### src/rtl/if_id_stage_pkg.sv
// Shared definitions for the IF/ID stage and its pipeline-buffer siblings.
package if_id_stage_pkg;

  localparam int unsigned DefAddrW = 32;
  localparam int unsigned DefInstW = 32;

  localparam logic [31:0] ZeroWord = 32'h0000_0000;
  // A bubble is an all-zero payload, which decodes as NOP.
  localparam logic [31:0] NopInst  = ZeroWord;

  // Bit positions in the ctrl block's stall vector.
  typedef enum logic [2:0] {
    StgIf    = 3'd0,
    StgIfId  = 3'd1,
    StgIdEx  = 3'd2,
    StgExMem = 3'd3,
    StgMemWb = 3'd4
  } stage_e;

  localparam int unsigned StallIdxIfId = 1;

endpackage

### src/rtl/pipe_skid_buf.sv
// Generic valid/ready pipeline register with an optional 1-entry skid slot and flush.
module pipe_skid_buf
  import if_id_stage_pkg::*;
#(
  parameter int unsigned W       = 64,
  parameter bit          SKID_EN = 1'b1
) (
  input  logic         clk,
  input  logic         rst,
  input  logic         flush,
  input  logic         in_valid,
  output logic         in_ready,
  input  logic [W-1:0] in_data,
  output logic         out_valid,
  input  logic         out_ready,
  output logic [W-1:0] out_data
);

  logic         m_valid_q, m_valid_d;
  logic [W-1:0] m_data_q, m_data_d;
  logic         s_valid_q, s_valid_d;
  logic [W-1:0] s_data_q, s_data_d;
  logic         live_q;
  logic         acc;

  // live_q keeps in_ready low until the first edge after reset.
  if (SKID_EN) begin : g_skid
    assign in_ready = live_q & ~s_valid_q;
  end else begin : g_noskid
    assign in_ready = live_q & (~m_valid_q | out_ready);
  end

  assign acc       = in_valid & in_ready;
  assign out_valid = m_valid_q;
  assign out_data  = m_data_q;

  always_comb begin
    m_valid_d = m_valid_q;
    m_data_d  = m_data_q;
    s_valid_d = s_valid_q;
    s_data_d  = s_data_q;
    if (flush) begin
      m_valid_d = 1'b0;
      m_data_d  = '0;
      s_valid_d = 1'b0;
      s_data_d  = '0;
    end else if (!m_valid_q || out_ready) begin
      if (s_valid_q) begin
        m_valid_d = 1'b1;
        m_data_d  = s_data_q;
        s_valid_d = acc;
        s_data_d  = acc ? in_data : '0;
      end else if (acc) begin
        m_valid_d = 1'b1;
        m_data_d  = in_data;
      end else begin
        m_valid_d = 1'b0;
        m_data_d  = '0;
      end
    end else if (acc && SKID_EN) begin
      s_valid_d = 1'b1;
      s_data_d  = in_data;
    end
  end

  always_ff @(posedge clk or posedge rst) begin
    if (rst) begin
      m_valid_q <= 1'b0;
      m_data_q  <= '0;
      s_valid_q <= 1'b0;
      s_data_q  <= '0;
      live_q    <= 1'b0;
    end else begin
      m_valid_q <= m_valid_d;
      m_data_q  <= m_data_d;
      s_valid_q <= s_valid_d;
      s_data_q  <= s_data_d;
      live_q    <= 1'b1;
    end
  end

endmodule

### src/rtl/if_id_stage.sv
// IF/ID pipeline stage: handshake buffer for {pc, inst} plus stall and flush control
// and a saturating held-cycle counter.
module if_id_stage
  import if_id_stage_pkg::*;
#(
  parameter int unsigned ADDR_W  = DefAddrW,
  parameter int unsigned INST_W  = DefInstW,
  parameter bit          SKID_EN = 1'b1,
  parameter int unsigned CNT_W   = 16
) (
  input  logic              clk,
  input  logic              rst,
  input  logic              in_valid,
  output logic              in_ready,
  input  logic [ADDR_W-1:0] in_pc,
  input  logic [INST_W-1:0] in_inst,
  input  logic              stall,
  input  logic              flush,
  output logic              out_valid,
  input  logic              out_ready,
  output logic [ADDR_W-1:0] out_pc,
  output logic [INST_W-1:0] out_inst,
  output logic [CNT_W-1:0]  stall_cnt
);

  localparam int unsigned PayW = ADDR_W + INST_W;

  logic            adv;
  logic [PayW-1:0] out_data;
  logic [CNT_W-1:0] cnt_q, cnt_d;

  // stall from ctrl looks exactly like decode withholding out_ready.
  assign adv = out_ready & ~stall;

  pipe_skid_buf #(
    .W       (PayW),
    .SKID_EN (SKID_EN)
  ) u_buf (
    .clk       (clk),
    .rst       (rst),
    .flush     (flush),
    .in_valid  (in_valid),
    .in_ready  (in_ready),
    .in_data   ({in_pc, in_inst}),
    .out_valid (out_valid),
    .out_ready (adv),
    .out_data  (out_data)
  );

  assign out_pc    = out_data[PayW-1:INST_W];
  assign out_inst  = out_data[INST_W-1:0];
  assign stall_cnt = cnt_q;

  always_comb begin
    cnt_d = cnt_q;
    if (out_valid && !adv && !flush && (cnt_q != {CNT_W{1'b1}})) begin
      cnt_d = cnt_q + 1'b1;
    end
  end

  always_ff @(posedge clk or posedge rst) begin
    if (rst) begin
      cnt_q <= '0;
    end else begin
      cnt_q <= cnt_d;
    end
  end

endmodule

### config.mk
export PLATFORM = sky130hd
export DESIGN_NAME = if_id_stage
export DESIGN_NICKNAME = d
export VERILOG_FILES = /design/src/rtl/if_id_stage_pkg.sv /design/src/rtl/pipe_skid_buf.sv /design/src/rtl/if_id_stage.sv
export SDC_FILE = /design/constraint.sdc
export NUM_CORES = 1
export LEC_CHECK = 0
export CORE_UTILIZATION = 52
export CTS_BUF_LIST = sky130_fd_sc_hd__clkbuf_4
export DETAILED_ROUTE_END_ITERATION = 7
export GPL_ROUTABILITY_DRIVEN = 0
export PLACE_DENSITY = 0.83
export SYNTH_ARGS = -nofsm -noshare
export SYNTH_HDL_FRONTEND = slang
export SYNTH_HIERARCHICAL = 1
export SYNTH_SLANG_ARGS = --single-unit
export TNS_END_PERCENT = 100
### constraint.sdc
create_clock -name clk -period 5.9 [get_ports clk]
set_input_delay 1.18 -clock clk [delete_from_list [all_inputs] [get_ports clk]]
set_output_delay 1.18 -clock clk [all_outputs]
set_load 0.05 [all_outputs]
==> results_dict.tcl, run 1 <==
set metrics [dict create \
    clk_pin_slew_worst_paths_ns 0.11 \
    cts-root-buf "clkbuf_4" \
    cts_tree "built" \
    fmax_ghz 0.262 \
    clock_skew_ns 0.00971 \
    syn_area_um2 6450 \
    seqPwrFrac_pct 49.5 \
    yosysWarnings 6 \
    syn_avg_cell_area_um2 12.4 \
    power.leakage_nw 3.46 \
    worstSetupStartpoint "u_buf/s_valid_q$_DFFE_PP0P_" \
    wire_per_inst_um 17.3 \
    power.density_nw_per_um2 262 \
    fin_ws_ns 2.08 \
    core_um2 12100 \
    std_cell_rows 40 \
    layoutNonFillerInstCount 829 \
    reg2reg_from "u_buf/s_valid_q$_DFFE_PP0P_" \
    rsz0062_at_grt "false" \
    io_buffers 151 \
    wl_um 14400 \
    timing.final.crit_share_pct 64.7 \
    crit_path_start_kind "flop" \
    p_int_mw 1.59 \
    wl_met1_um 6290 \
    fin_area_um2 8320 \
    power_mw 2.18 \
    worst_skew_pair.late_latency_ns 0.54 \
    async_reset_ff_share_pct 100 \
    dp_slack_ns 2.43 \
    grt_pass1_wl_um 23800 \
    dp_hpwl_um 9010 \
    critPathRequiredTime_ns 4.72 \
    power_switching_mw 0.583 \
    tightest_slew_ns 1.31 \
    cts_buffers 17 \
    ys.flop_type "dfrtp_1" \
    post_cts_resized 0 \
    maxCapViolCount 0 \
    maxSlewViolCount 0 \
    holdCritPathClass "reg2reg" \
    p_clk_share_pct 35.3 \
    io_pins 152 \
    whs_ns 0.484 \
    final_util_pct 69.0 \
    switching_share_pct 26.8 \
    clkSinkCount 147 \
    register_area_um2 3680 \
    criticalPathCategory "reg2out" \
    slew_headroom_pct 12.7 \
    post_drt_via_cell_ratio 5.66 \
    drtPass1Iterations 5 \
    drtIter0Drc 225 \
    initial_core_util_pct 53.5 \
    synth-edff-count 0 \
    wl_met3_um 690 \
    cp_max_fo 68 \
    synth.distinct_cells 39 \
    n_antenna_cell 0 \
    cts_hold_buffers 0 \
    clock_path_buffers 2 \
    dpl_cell_area_um2 7960 \
    drc 0 \
    dp.cells 798 \
    grt_antenna_before_repair 0 \
    first_global_vias 4846 \
    yosysSeqAreaShare_pct 57.0 \
    outcome "complete, no violations" \
    setup_viol 0 \
    die_height_um 113 \
    final_common_cell "clkdlybuf4s50_1" \
    num_vias 4694 \
    areaGrowthSynthToFinish_pct 29.0 \
    netlist_instances 519 \
    cp-end-kind "output pin" \
    die_area_um2 12900 \
    ys_ff_latch 147 \
    syn_nets 590 \
    crit_arrival_ns 2.64 \
    period_minus_slack_ns 3.82 \
    grtUsageTotal_pct 23.7 \
    multi_input_area_um2 2530 \
    fill_cells 921 \
    grt_max_degree 91 \
    final_nets 720 \
    drtAntennaViolNets 0 \
    overflow 0 \
    ir_worst_vdd_mv 0.207 \
    die_w_um 113 \
    met2_length_um 7110 \
    finalSetupTns_ns 0 \
    dr.max_layer_used "met4" \
    post_cts_buffers 0 \
    h-tree-depth 4 \
    most-common-layout-cells "151 x clkdlybuf4s50_1, 146 x dfrtp_1, 68 x nand2_1, 64 x a32o_1, 64 x mux2i_1" \
    hold_viol 0 \
    hold_start "u_buf/out_data[10]$_DFFE_PP0P_" \
    power_frac_comb_pct 15.3 \
    drive_gt1_share_pct 14.2 \
]
==> cell usage after synthesis, types with 2 or more instances <==
library cell / n / area, um2
nand3_1: 7 / 35.0
and3_1: 2 / 12.5
a32o_1: 64 / 641
nand2_1: 69 / 259
mux2i_1: 64 / 641
o21ai_2: 50 / 438
nor2b_1: 3 / 18.8
dfrtp_1: 147 / 3680
buf_4: 3 / 22.5
inv_1: 2 / 7.51
clkbuf_1: 4 / 15.0
buf_1: 3 / 11.3
nor3_1: 6 / 30.0
and2_1: 2 / 12.5
o21ai_0: 4 / 20.0
buf_2: 26 / 130
o21ai_1: 10 / 50.1
nor2_1: 6 / 22.5
a21oi_1: 5 / 25.0
or3_1: 2 / 12.5
xor2_1: 6 / 52.6
xnor2_1: 6 / 52.6
nand4_1: 5 / 31.3
buf_6: 7 / 78.8
nand2b_1: 2 / 12.5
==> metal layers <==
| metal | up-vias | GRT usage, % |
|---|---|---|
| li1 | 2179 | - |
| met1 | 2360 | 30.1 |
| met2 | 134 | 39.3 |
| met3 | 21 | 5.63 |
| met4 | 0 | 10.0 |
| met5 | - | 0 |
==> power by group through the flow <==
stage / clock network [mW] / logic, mW / registers [mW]
final: 0.767 / 0.332 / 1.08
after global routing: 0.833 / 0.352 / 1.08
after floorplan: 0 / 0.105 / 1.18
after global placement: 0 / 0.327 / 1.09
after detailed placement: 0 / 0.334 / 1.09
after CTS: 0.788 / 0.335 / 1.08
==> critical path, stage by stage, from the launching register on <==
cell	delay (ns)
dfrtp_4	1.23
nor2b_1	0.12
clkdlybuf4s50_1	0.75
==> flip-flops by register name (all words and copies together), names as in the netlist <==
name / count
u_buf/out_valid: 1
u_buf/out_data: 64
stall_cnt: 16
u_buf/live_q: 1
u_buf/s_data_q: 64
u_buf/s_valid_q: 1
==> layout make-up <==
cell class                      instances  area share, %
Inverter                                2          0.120
Clock inverter                         12           2.54
Timing Repair Buffer                  154           18.4
Multi-Input combinational cell        327           30.4
Clock buffer                           19           1.71
Sequential cell                       147           44.3
Tap cell                              168           2.53
==> logic make-up (layout without fill, tap and decap cells) <==
family / count (synthesis) / in the layout / synth area share [%]
AOI/OAI and AO/OA: 135 / 135 / 18.5
xor gates and xnor gates: 12 / 12 / 1.63
adders and majority gates: 1 / 1 / 0.194
buffers and inverters: 45 / 187 / 4.11
DFF: 147 / 147 / 57.0
muxes: 66 / 66 / 10.3
other: 1 / 1 / 0.0581
and+or+nand+nor: 112 / 112 / 8.17
==> worst paths after layout <==
kind / endpoint / slack, ns / cells past startpoint
hold reg to reg: u_buf/out_data[10]$_DFFE_PP0P_ / 0.48 / 2
min in group asynchronous: stall_cnt[6]$_DFFE_PP0P_ / 1.09 / 2
setup / recovery: in_ready / 2.08 / 2
hold / removal: u_buf/out_data[10]$_DFFE_PP0P_ / 0.48 / 2
max in group asynchronous: u_buf/s_data_q[32]$_DFFE_PP0P_ / 3.45 / 3
setup reg to reg: u_buf/s_data_q[36]$_DFFE_PP0P_ / 3.06 / 3
No activity file was read; power rests on OpenSTA's default activity.
==> run 2, diff against run 1 <==
==> constraint.sdc (replaced) <==
create_clock -name clk -period 3.59 [get_ports clk]
set_input_delay 0.718 -clock clk [delete_from_list [all_inputs] [get_ports clk]]
set_output_delay 0.718 -clock clk [all_outputs]
set_load 0.05 [all_outputs]
==> results_dict.tcl, run 2 (synthesized netlist as in run 1, its figures left out) <==
set metrics [dict create \
    drtAntennaViolNets 0 \
    final_nets 724 \
    fin_area_um2 8330 \
    outcome "complete, no violations" \
    rr_worst_depth 4 \
    drtIter0Drc 321 \
    hold_start "u_buf/out_data[34]$_DFFE_PP0P_" \
    die_w_um 113 \
    grt_antenna_before_repair 0 \
    crit_path_start_kind "flop" \
    h-tree-depth 4 \
    whs_ns 0.489 \
    r2r_setup_slack_ns 1.21 \
    worstSetupStartpoint "u_buf/s_valid_q$_DFFE_PP0P_" \
    drc 0 \
    dp_slack_ns 0.500 \
    maxCapViolCount 0 \
    tightest_slew_ns 1.10 \
    die_height_um 113 \
    clock_skew_ns 0.0121 \
    drive_gt1_share_pct 14.7 \
    power_mw 3.40 \
    slew_headroom_pct 26.5 \
    rsz0062_at_grt "false" \
    std_cell_rows 40 \
    power.leakage_nw 3.44 \
    grt_pass1_wl_um 23900 \
    cp_max_fo 23 \
    overflow 0 \
    grtUsageTotal_pct 24.0 \
    post_cts_buffers 0 \
    drtPass1Iterations 7 \
    criticalPathCategory "reg2out" \
    io_pins 152 \
    final_util_pct 69.1 \
    cts_tree "built" \
    initial_core_util_pct 53.5 \
    dp_hpwl_um 9490 \
    clkSinkCount 147 \
    fill_cells 891 \
    maxSlewViolCount 0 \
    reg2reg_from "u_buf/s_valid_q$_DFFE_PP0P_" \
    finalSetupTns_ns 0 \
    final_common_cell "clkdlybuf4s50_1" \
    hold_viol 0 \
    setup_viol 0 \
    num_vias 4753 \
    cts_buffers 17 \
    r2r-end "u_buf/s_data_q[38]$_DFFE_PP0P_" \
    io_buffers 151 \
    cts-root-buf "clkbuf_4" \
    critPathRequiredTime_ns 2.87 \
    most-common-layout-cells "151 x clkdlybuf4s50_1, 146 x dfrtp_1, 68 x nand2_1, 64 x a32o_1, 64 x mux2i_1" \
    wl_um 14700 \
    post_cts_resized 0 \
    die_area_um2 12900 \
    wire_per_inst_um 17.6 \
    ir_worst_vdd_mv 0.409 \
    layoutNonFillerInstCount 834 \
    crit_end "in_ready" \
    n_antenna_cell 0 \
    clk_pin_slew_worst_paths_ns 0.12 \
    timing.final.crit_share_pct 80.5 \
    dp.cells 802 \
    post_drt_via_cell_ratio 5.70 \
    cp-end-kind "output pin" \
    grt_max_degree 65 \
    power.density_nw_per_um2 408 \
    fmax_ghz 0.346 \
    dpl_cell_area_um2 8030 \
    first_global_vias 4800 \
    core_um2 12100 \
    worst_skew_pair.late_latency_ns 0.53 \
    cts_hold_buffers 0 \
    crit_arrival_ns 2.17 \
    clock_path_buffers 2 \
    fin_ws_ns 0.699 \
    period_minus_slack_ns 2.89 \
    holdCritPathClass "reg2reg" \
    areaGrowthSynthToFinish_pct 29.2 \
]
## run 2: changes by cell type in the layout (fill, tap and decap cells not counted), sizes merged
cell / previous run / this run
buf: 3 / 7
bufinv: 6 / 3
clkinvlp: 0 / 5
clkbuf: 19 / 18
## run 2: layout make-up
cell class	instances	area (um2)	share of cell area, %
clock buffer	18	135	1.62
clock inverter	14	163	1.95
inverter	2	11.3	0.135
multi-input combinational	327	2530	30.3
sequential	147	3680	44.2
tap	168	210	2.52
timing repair buffer	158	1600	19.2
## run 2: power breakdown
group / total (mW) / internal, mW / switching, mW / leakage [nW]
sequential: 1.77 / 1.71 / 0.0547 / 2.02
clock: 1.08 / 0.486 / 0.591 / 0.147
combinational: 0.555 / 0.214 / 0.341 / 1.27
## run 2: worst min-delay path by stage
stage	slack (ns)	end	cells after the start
2_1_floorplan	0.49	u_buf/s_data_q[0]$_DFFE_PP0P_	1
3_3_place_gp	0.46	u_buf/out_data[49]$_DFFE_PP0P_	2
3_5_place_dp	0.47	u_buf/out_data[24]$_DFFE_PP0P_	2
4_1_cts	0.49	u_buf/out_data[34]$_DFFE_PP0P_	2
5_1_grt	0.51	u_buf/out_data[4]$_DFFE_PP0P_	2
6_report	0.49	u_buf/out_data[34]$_DFFE_PP0P_	2
## run 2: worst max-delay path, stage by stage, from the launching register on
cell	delay (ns)
dfrtp_4	0.66
nor2b_1	0.18
clkdlybuf4s50_1	0.81
## run 2: routing by layer
layer	wire length (um)	global-route usage, %	up-vias
li1	-	-	2191
met1	6250	31.4	2378
met2	7250	38.5	161
met3	853	5.95	23
met4	306	9.91	0
met5	0	0	-
==> run 3, diff against run 2 <==
--- a/config.mk
+++ b/config.mk
@@ -5,11 +5,11 @@
 export SDC_FILE = /design/constraint.sdc
 export NUM_CORES = 1
 export LEC_CHECK = 0
-export CORE_UTILIZATION = 52
+export CORE_UTILIZATION = 47
 export CTS_BUF_LIST = sky130_fd_sc_hd__clkbuf_4
 export DETAILED_ROUTE_END_ITERATION = 7
 export GPL_ROUTABILITY_DRIVEN = 0
-export PLACE_DENSITY = 0.83
+export PLACE_DENSITY = 0.79
 export SYNTH_ARGS = -nofsm -noshare
 export SYNTH_HDL_FRONTEND = slang
 export SYNTH_HIERARCHICAL = 1
==> constraint.sdc (replaced) <==
create_clock -name clk -period 2.5 [get_ports clk]
set_input_delay 0.5 -clock clk [delete_from_list [all_inputs] [get_ports clk]]
set_output_delay 0.5 -clock clk [all_outputs]
set_load 0.05 [all_outputs]
==> results_dict.tcl, run 3 (synthesized netlist as in run 1, its figures left out) <==
set metrics [dict create \
    core_um2 13300 \
    tightest_slew_ns 0.748 \
    grt_antenna_before_repair 1 \
    clock_skew_ns 0.0188 \
    layoutNonFillerInstCount 850 \
    power_switching_mw 1.38 \
    cp-end-kind "output pin" \
    io_pins 152 \
    grtUsageTotal_pct 22.5 \
    areaGrowthSynthToFinish_pct 31.4 \
    slew_headroom_pct 49.7 \
    cp.depth 1 \
    clkSinkCount 147 \
    overflow 0 \
    maxCapViolCount 0 \
    cts-root-buf "clkbuf_4" \
    finalSetupTns_ns 0 \
    power.leakage_nw 3.53 \
    cts_buffers 17 \
    wl_um 15000 \
    crit_chain "clkdlybuf4s50_1" \
    period_minus_slack_ns 2.40 \
    switching_share_pct 27.2 \
    die_area_um2 14200 \
    grt_pass1_wl_um 24900 \
    criticalPathCategory "reg2out" \
    p_clk_share_pct 33.7 \
    clock_path_buffers 2 \
    final_nets 731 \
    crit_end "stall_cnt[4]" \
    hold_viol 0 \
    setup_viol 0 \
    drive_gt1_share_pct 15.8 \
    cp_slowest_cell "clkdlybuf4s50_1" \
    power_frac_comb_pct 16.1 \
    dp.cells 817 \
    drtPass1Iterations 4 \
    rsz0062_at_grt "false" \
    drtIter0Drc 356 \
    io_buffers 151 \
    final_util_pct 63.8 \
    r2r-end "stall_cnt[1]$_DFFE_PP0P_" \
    r2r_setup_slack_ns 0.47 \
    h-tree-depth 4 \
    cp_top_family "buffers and inverters" \
    die_w_um 119 \
    cts_hold_buffers 0 \
    fill_cells 1065 \
    cts_tree "built" \
    reg2reg_from "stall_cnt[0]$_DFFE_PP0P_" \
    dpl_cell_area_um2 8140 \
    post_cts_buffers 0 \
    initial_core_util_pct 48.5 \
    maxSlewViolCount 0 \
    dp_hpwl_um 9740 \
    post_cts_resized 0 \
    holdCritPathClass "in2async" \
    drtAntennaViolNets 0 \
    critPathRequiredTime_ns 2.00 \
    power.density_nw_per_um2 596 \
    crit_arrival_ns 1.90 \
    timing.final.crit_share_pct 95.9 \
    crit_path_start_kind "flop" \
    first_global_vias 4884 \
    die_height_um 119 \
    wire_per_inst_um 17.7 \
    post_drt_via_cell_ratio 5.61 \
    rr_worst_depth 5 \
    clk_pin_slew_worst_paths_ns 0.12 \
    crit_buf_inv 1 \
    num_vias 4768 \
    cp_max_fo 6 \
    grt_max_degree 85 \
    slowest_delay_ns 0.86 \
    fin_area_um2 8480 \
    p_int_mw 3.68 \
    seqPwrFrac_pct 50.3 \
    outcome "complete, no violations" \
    ir_worst_vdd_mv 0.349 \
    std_cell_rows 42 \
    most-common-layout-cells "150 x clkdlybuf4s50_1, 146 x dfrtp_1, 68 x nand2_1, 64 x a32o_1, 64 x mux2i_1" \
    drc 0 \
    final_common_cell "clkdlybuf4s50_1" \
    worst_skew_pair.late_latency_ns 0.54 \
    worstSetupStartpoint "stall_cnt[4]$_DFFE_PP0P_" \
    fmax_ghz 0.417 \
]
-- run 3: cell count changes in the layout (fill, tap and decap cells not counted), sizes merged --
cell,previous run,this run
clkbuf,18,19
clkinvlp,5,2
diode,0,1
buf,7,15
clkdlybuf4s50,151,150
bufinv,3,5
inv,2,1
clkinv,6,7
-- run 3: power groups by stage --
stage	combinational, mW	clock (mW)	sequential [mW]
6_report	0.811	1.70	2.54
5_1_grt	0.854	1.85	2.55
4_1_cts	0.820	1.75	2.54
3_5_place_dp	0.817	0	2.58
3_3_place_gp	0.796	0	2.58
2_1_floorplan	0.248	0	2.79
-- run 3: per-stage QoR --
step                      hold slack, ns  setup WS (ns)  power (mW)
after floorplan                    0.414          0.230        3.04
after global placement             0.462          0.159        3.37
after detailed placement           0.468          0.104        3.40
after CTS                          0.437         0.0515        5.10
after global routing               0.450        0.00372        5.26
final                              0.463          0.103        5.05
-- run 3: layer usage --
| layer | vias to the layer above | track usage (%) | routed length (um) |
|---|---|---|---|
| met3 | 17 | 5.70 | 763 |
| met5 | - | 0 | 0 |
| met1 | 2403 | 27.9 | 6300 |
| li1 | 2215 | - | - |
| met2 | 133 | 38.1 | 7770 |
| met4 | 0 | 7.91 | 176 |
-- run 3: final cells by class --
cell class	instances	area, um2	share of cell area, %
diodes	1	2.50	0.0295
well taps	176	220	2.60
repair buffers	165	1700	20.1
clock buffers	19	143	1.68
flip-flops and latches	147	3680	43.4
clock inverters	13	189	2.23
inverters	2	11.3	0.133
multi-input cells	327	2530	29.8
-- run 3: worst min-delay path by stage --
stage	startpoint	end	depth (start not counted)
after floorplan	rst	stall_cnt[0]$_DFFE_PP0P_	1
after global placement	u_buf/out_data[46]$_DFFE_PP0P_	u_buf/out_data[46]$_DFFE_PP0P_	2
after detailed placement	u_buf/out_data[17]$_DFFE_PP0P_	u_buf/out_data[17]$_DFFE_PP0P_	2
after CTS	rst	stall_cnt[11]$_DFFE_PP0P_	2
after global routing	rst	u_buf/out_valid$_DFFE_PP0P_	3
final	rst	stall_cnt[11]$_DFFE_PP0P_	2
